[src/rtl/register_port_arbiter.sv]
// Arbitrates the register block's write port and read port 2 between the core and a debug port.
// Define REGARB_CLEAR_EN to build the post-reset sequencer that zeroes every register.
module register_port_arbiter #(
  parameter int ADDR_W       = 3,
  parameter int DATA_W       = 32,
  parameter int NUM_REGS     = 8,
  parameter int STARVE_LIMIT = 4
) (
  input  logic              clk,
  input  logic              nReset,
  input  logic              coreRegWrite,
  input  logic [ADDR_W-1:0] coreWriteReg,
  input  logic [DATA_W-1:0] coreWriteData,
  input  logic [ADDR_W-1:0] coreReadReg1,
  input  logic [ADDR_W-1:0] coreReadReg2,
  input  logic              coreIdle,
  output logic              coreStall,
  output logic [DATA_W-1:0] coreReadData1,
  output logic [DATA_W-1:0] coreReadData2,
  input  logic              dbgReq,
  input  logic              dbgWe,
  input  logic [ADDR_W-1:0] dbgAddr,
  input  logic [DATA_W-1:0] dbgWdata,
  output logic              dbgAck,
  output logic [DATA_W-1:0] dbgRdata,
  output logic              busy,
  output logic [ADDR_W-1:0] rfReadReg1,
  output logic [ADDR_W-1:0] rfReadReg2,
  output logic [ADDR_W-1:0] rfWriteReg,
  output logic              rfRegWrite,
  output logic [DATA_W-1:0] rfWriteData,
  input  logic [DATA_W-1:0] rfReadData1,
  input  logic [DATA_W-1:0] rfReadData2,
  output logic [1:0]        fsmState
);

  localparam logic [1:0] CLEAR = 2'd0;
  localparam logic [1:0] RUN   = 2'd1;
  localparam logic [1:0] ACK   = 2'd2;
  localparam logic [ADDR_W-1:0] LAST_IDX = ADDR_W'(NUM_REGS - 1);

`ifdef REGARB_CLEAR_EN
  localparam logic [1:0] RESET_STATE = CLEAR;
`else
  localparam logic [1:0] RESET_STATE = RUN;
`endif

  logic [1:0]        state_q, state_d;
  logic [3:0]        wait_cnt_q, wait_cnt_d;
  logic [DATA_W-1:0] dbg_rdata_q, dbg_rdata_d;
  logic [ADDR_W-1:0] clear_idx;
  logic              grant, forced, in_clear, rf_we;

  // Debug handshake: dbgReq is held, with dbgWe/dbgAddr/dbgWdata stable, until the
  // one-cycle dbgAck; the transfer itself happens in the grant cycle just before it.
  assign grant    = (state_q == RUN) && dbgReq &&
                    (coreIdle || (wait_cnt_q == 4'(STARVE_LIMIT)));
  assign forced   = grant && !coreIdle;
  assign in_clear = (state_q == CLEAR);
  assign dbgRdata = dbg_rdata_q;
  assign dbgAck   = (state_q == ACK);
  assign fsmState = state_q;
  assign coreReadData1 = rfReadData1;

`ifdef REGARB_CLEAR_EN
  logic [ADDR_W-1:0] index_q, index_d;
  assign clear_idx = index_q;
  assign busy      = in_clear;

  always_comb begin
    index_d = index_q;
    if (in_clear) index_d = (index_q == LAST_IDX) ? '0 : index_q + 1'b1;
  end

  always_ff @(posedge clk or negedge nReset) begin
    if (!nReset) index_q <= '0;
    else         index_q <= index_d;
  end
`else
  assign clear_idx = LAST_IDX;
  assign busy      = 1'b0;
`endif

  always_comb begin
    state_d     = state_q;
    wait_cnt_d  = wait_cnt_q;
    dbg_rdata_d = dbg_rdata_q;
    case (state_q)
      CLEAR: begin
`ifdef REGARB_CLEAR_EN
        if (clear_idx == LAST_IDX) state_d = RUN;
`else
        state_d = RUN;
`endif
      end
      RUN: begin
        if (grant) begin
          state_d = ACK;
          if (!dbgWe) dbg_rdata_d = rfReadData2;
        end
      end
      ACK:     state_d = RUN;
      default: state_d = RESET_STATE;
    endcase
    // The wait counter only advances while a request is stuck behind a busy core.
    if (!dbgReq || grant)
      wait_cnt_d = '0;
    else if ((state_q == RUN) && (wait_cnt_q < 4'(STARVE_LIMIT)))
      wait_cnt_d = wait_cnt_q + 1'b1;
  end

  always_comb begin
    rf_we         = coreRegWrite;
    rfWriteReg    = coreWriteReg;
    rfWriteData   = coreWriteData;
    rfReadReg1    = coreReadReg1;
    rfReadReg2    = coreReadReg2;
    coreStall     = forced;
    coreReadData2 = rfReadData2;
    if (in_clear) begin
      rf_we       = 1'b1;
      rfWriteReg  = clear_idx;
      rfWriteData = '0;
      coreStall   = 1'b1;
    end else if (grant) begin
      rfReadReg2  = dbgAddr;
      rf_we       = dbgWe;
      rfWriteReg  = dbgAddr;
      rfWriteData = dbgWdata;
      if (!dbgWe) coreReadData2 = '0;
    end
    // Gated by reset so an aborted clear or grant never commits a write.
    rfRegWrite = rf_we & nReset;
  end

  always_ff @(posedge clk or negedge nReset) begin
    if (!nReset) begin
      state_q     <= RESET_STATE;
      wait_cnt_q  <= '0;
      dbg_rdata_q <= '0;
    end else begin
      state_q     <= state_d;
      wait_cnt_q  <= wait_cnt_d;
      dbg_rdata_q <= dbg_rdata_d;
    end
  end

endmodule
[config.mk]
export PLATFORM = sky130hd
export DESIGN_NAME = register_port_arbiter
export DESIGN_NICKNAME = d
export VERILOG_FILES = /design/src/rtl/register_port_arbiter.sv
export SDC_FILE = /design/constraint.sdc
export NUM_CORES = 1
export LEC_CHECK = 0
export ABC_AREA = 1
export CAP_MARGIN = 10
export CORE_AREA = 4 4 111 113
export DETAILED_ROUTE_END_ITERATION = 8
export DIE_AREA = 0 0 115 117
export PLACE_DENSITY = 0.7
export SLEW_MARGIN = 20
export SYNTH_ARGS = -nofsm -noshare
export SYNTH_HDL_FRONTEND = slang
export SYNTH_SLANG_ARGS = --single-unit
[constraint.sdc]
create_clock -name clk -period 2 [get_ports clk]
set_input_delay 0.4 -clock clk [delete_from_list [all_inputs] [get_ports clk]]
set_output_delay 0.4 -clock clk [all_outputs]
set_load 0.1 [all_outputs]
==> load_flow_metrics.sql <==
INSERT INTO impl_metrics (metric_group, metric, value, unit) VALUES
('synthesis', 'synth.yosys.warnings', '0', ''),
('global_route', 'first_global_vias', '3781', ''),
('flow_run', 'drv.max_cap_violation_count', '0', ''),
('clocking', 'cts_hold_repair.buffers', '0', ''),
('pwr', 'vdd_ir_drop_max', '0.000722', 'V'),
('placement', 'placement.io_buffers', '217', ''),
('timing', 'finalHoldWorstSlack', '0.266', 'ns'),
('placement', 'dp_cells', '769', ''),
('route', 'vias_per_cell', '4.54', ''),
('global_route', 'gr_util_all_layers', '18.7', '%'),
('synthesis', 'ys_seq_area_share', '35.5', '%'),
('placement', 'worst_case_setup_slack_after_placement', '-0.435', 'ns'),
('final_layout', 'synthToLayoutAreaGrowth', '153', '%'),
('placement', 'finalWeightedCongestion', '0.856', ''),
('global_route', 'grt_pass1_wl', '19.9', 'mm'),
('die', 'num_rows', '39', ''),
('global_route', 'grt_start_max_net_pins', '39', ''),
('global_route', 'globalRouteOverflowTotal', '0', ''),
('final_layout', 'final_common_cell', 'clkdlybuf4s50_1', ''),
('run_status', 'run_status', 'finished, violations left', ''),
('final_layout', 'design.final.nets', '795', ''),
('synthesis', 'syn-num-nets', '553', ''),
('die', 'chipHeight', '117', 'µm'),
('clocking', 'clk_pin_slew', '0.06', 'ns'),
('route', 'drc_errors', '0', ''),
('run_status', 'failing_checks', 'negative setup slack', ''),
('clocking', 'cts_root_buffer', 'clkbuf_16', ''),
('clocking', 'cts_buffers', '5', ''),
('final_layout', 'fillCellCount', '911', ''),
('clocking', 'worst_skew_pair.late_latency', '0.28', 'ns'),
('timing', 'max_clock_freq', '0.423', 'GHz'),
('pwr', 'power_density', '883', 'nW/µm²'),
('final_layout', 'post_route_cells_drive_above_1_share', '45.7', '%'),
('clocking', 'cts_tree', 'built', ''),
('timing', 'period_share', '118', '%'),
('timing', 'fin_setup_tns', '-22.90', 'ns'),
('synthesis', 'syn-instance-count', '405', ''),
('die', 'design.portCount', '289', ''),
('setup_path', 'critical_path.endpoint_type', 'output port', ''),
('die', 'initial_utilization', '23.7', '%'),
('route', 'detail_route.iter0.violations', '226', ''),
('route', 'drt-total-wl', '13.3', 'mm'),
('route', 'drtAntennaViolNets', '0', ''),
('min_path', 'timing.hold.worst.class', 'input port to async pin', ''),
('synthesis', 'syn_avg_cell_area', '6.63', 'µm²'),
('synthesis', 'yosysUniqueCellTypes', '22', ''),
('final_layout', 'antenna-diode-count', '0', ''),
('timing', 'period_needed', '2.36', 'ns'),
('setup_path', 'worst-endpoint-arrival', '1.96', 'ns'),
('timing', 'rsz0062_at_grt', 'true', ''),
('synthesis', 'syn-cell-area', '2690', 'µm²'),
('timing', 'setup_violations', '72', ''),
('setup_path', 'timing_worst_setup_path_type', 'input port to output port', ''),
('final_layout', 'most-common-layout-cells', 'clkdlybuf4s50_1, buf_4, buf_12', ''),
('final_layout', 'layoutNonFillerInstCount', '791', ''),
('timing', 'postLayoutSetupSlackWorst', '-0.363', 'ns'),
('setup_path', 'startpoint_type', 'input port', ''),
('route', 'drt-pass1-iter-count', '4', ''),
('die', 'core_area', '11300', 'µm²'),
('timing', 'report.final.hold_viol_count', '0', ''),
('timing', 'final-max-slew-violation-count', '0', ''),
('die', 'die_x', '115', 'µm'),
('clocking', 'max-clock-path-buffers', '2', ''),
('clocking', 'clock_sink_count', '38', ''),
('setup_path', 'path_max_fanout', '23', ''),
('global_route', 'number_of_antenna_violations_at_the_first_check_in_global_routing', '0', ''),
('synthesis', 'ys_ff_latch', '38', ''),
('route', 'via_count', '3589', ''),
('route', 'routed_wire_length_per_instance', '16.8', 'µm'),
('pwr', 'total_leakage_power', '3.19', 'nW'),
('timing', 'final.setup_skew', '0.00394', 'ns'),
('die', 'design.die.area', '13500', 'µm²'),
('clocking', 'cts.htree.levels', '2', ''),
('setup_path', 'cp.required', '1.60', 'ns'),
('placement', 'place.detailed.hpwl', '10.5', 'mm');
registers in the layout (all words and copies together) (netlist names):
signal	flops
fsmState	2
wait_cnt_q	4
dbgRdata	32
stage by stage:
step           power, mW  area, µm²  util [%]
2_1_floorplan       4.05       3340         -
3_5_place_dp        5.15       6410      56.7
5_1_grt             6.24       6810      60.1
3_3_place_gp        5.11       6410      56.7
6_report            6.01       6810      60.1
4_1_cts             6.03       6730      59.5
final cells by class:
cell class	count	area, µm²	area share, %
clock buffers	6	139	2.04
clock inverters	2	12.5	0.184
inverters	43	170	2.50
multi-input cells	267	1850	27.1
flip-flops and latches	38	960	14.1
well taps	143	179	2.63
repair buffers	292	3500	51.4
worst max-delay path, cell delays in order:
cell and delay, ns:
clkdlybuf4s50_1 0.48, inv_1 0.07, nor2_4 0.21, nand2_8 0.11, buf_12 0.18, o21ai_1 0.15, buf_4 0.14, nor2_4 0.04
buf_12 0.16
cell usage after synthesis:
cell,count,share of area (%)
conb_1,1,0.14
dfstp_2,1,0.98
nand2_4,1,0.42
o21ai_1,34,6.3
nand2_2,2,0.47
nand3_1,7,1.3
nor2_8,1,0.75
xor2_1,1,0.33
buf_2,3,0.56
nor2_4,1,0.42
inv_1,41,5.7
nand2_1,78,11
dfrtp_1,37,34
a21oi_1,3,0.56
clkbuf_2,1,0.19
buf_4,42,12
clkbuf_1,8,1.1
o21ai_0,33,6.2
nor2_1,101,14
ha_1,2,0.93
inv_2,2,0.28
buf_6,5,2.1
logic make-up after synthesis:
logic type,after synthesis,synth area share [%]
flops,38,35.5
simple gates,191,28.4
other cells,1,0.140
xor+xnor,1,0.326
buf+inv,102,21.7
compound gates,70,13.0
fa+ha+maj,2,0.932
power breakdown:
part,switching [mW],leakage (nW),internal [mW]
Clock,0.308,0.0729,0.493
Sequential,0.0884,0.477,0.927
Combinational,2.89,2.64,1.30
final timing paths:
kind	startpoint	endpoint	slack [ns]	depth (start not counted)
min reg2reg	dbgRdata[16]	dbgRdata[16]	0.47	2
max	dbgReq	rfWriteData[24]	-0.36	9
max in group asynchronous	nReset	fsmState[1]	1.36	2
min	nReset	dbgRdata[25]	0.27	2
min in group clk	dbgRdata[16]	dbgRdata[16]	0.47	2
max reg2reg	fsmState[0]	dbgRdata[11]	0.14	9
per-layer routing:
layer	up-vias	GRT usage (%)	part of all wire [%]
met5	-	0	0
met4	0	6.65	3.4
met3	35	7.40	12
met2	207	33.2	50
met1	1654	20.2	35
li1	1693	-	-
timing repair:
| action | CTS | global route |
|---|---|---|
| cloned | 2 | 1 |
| setup endpoints to repair | 72 | 72 |
| resized for setup | 26 | 33 |
| buffers inserted | 11 | 0 |
| pin swaps | 4 | 1 |
Note: power is estimated with default switching activity, not from simulation.
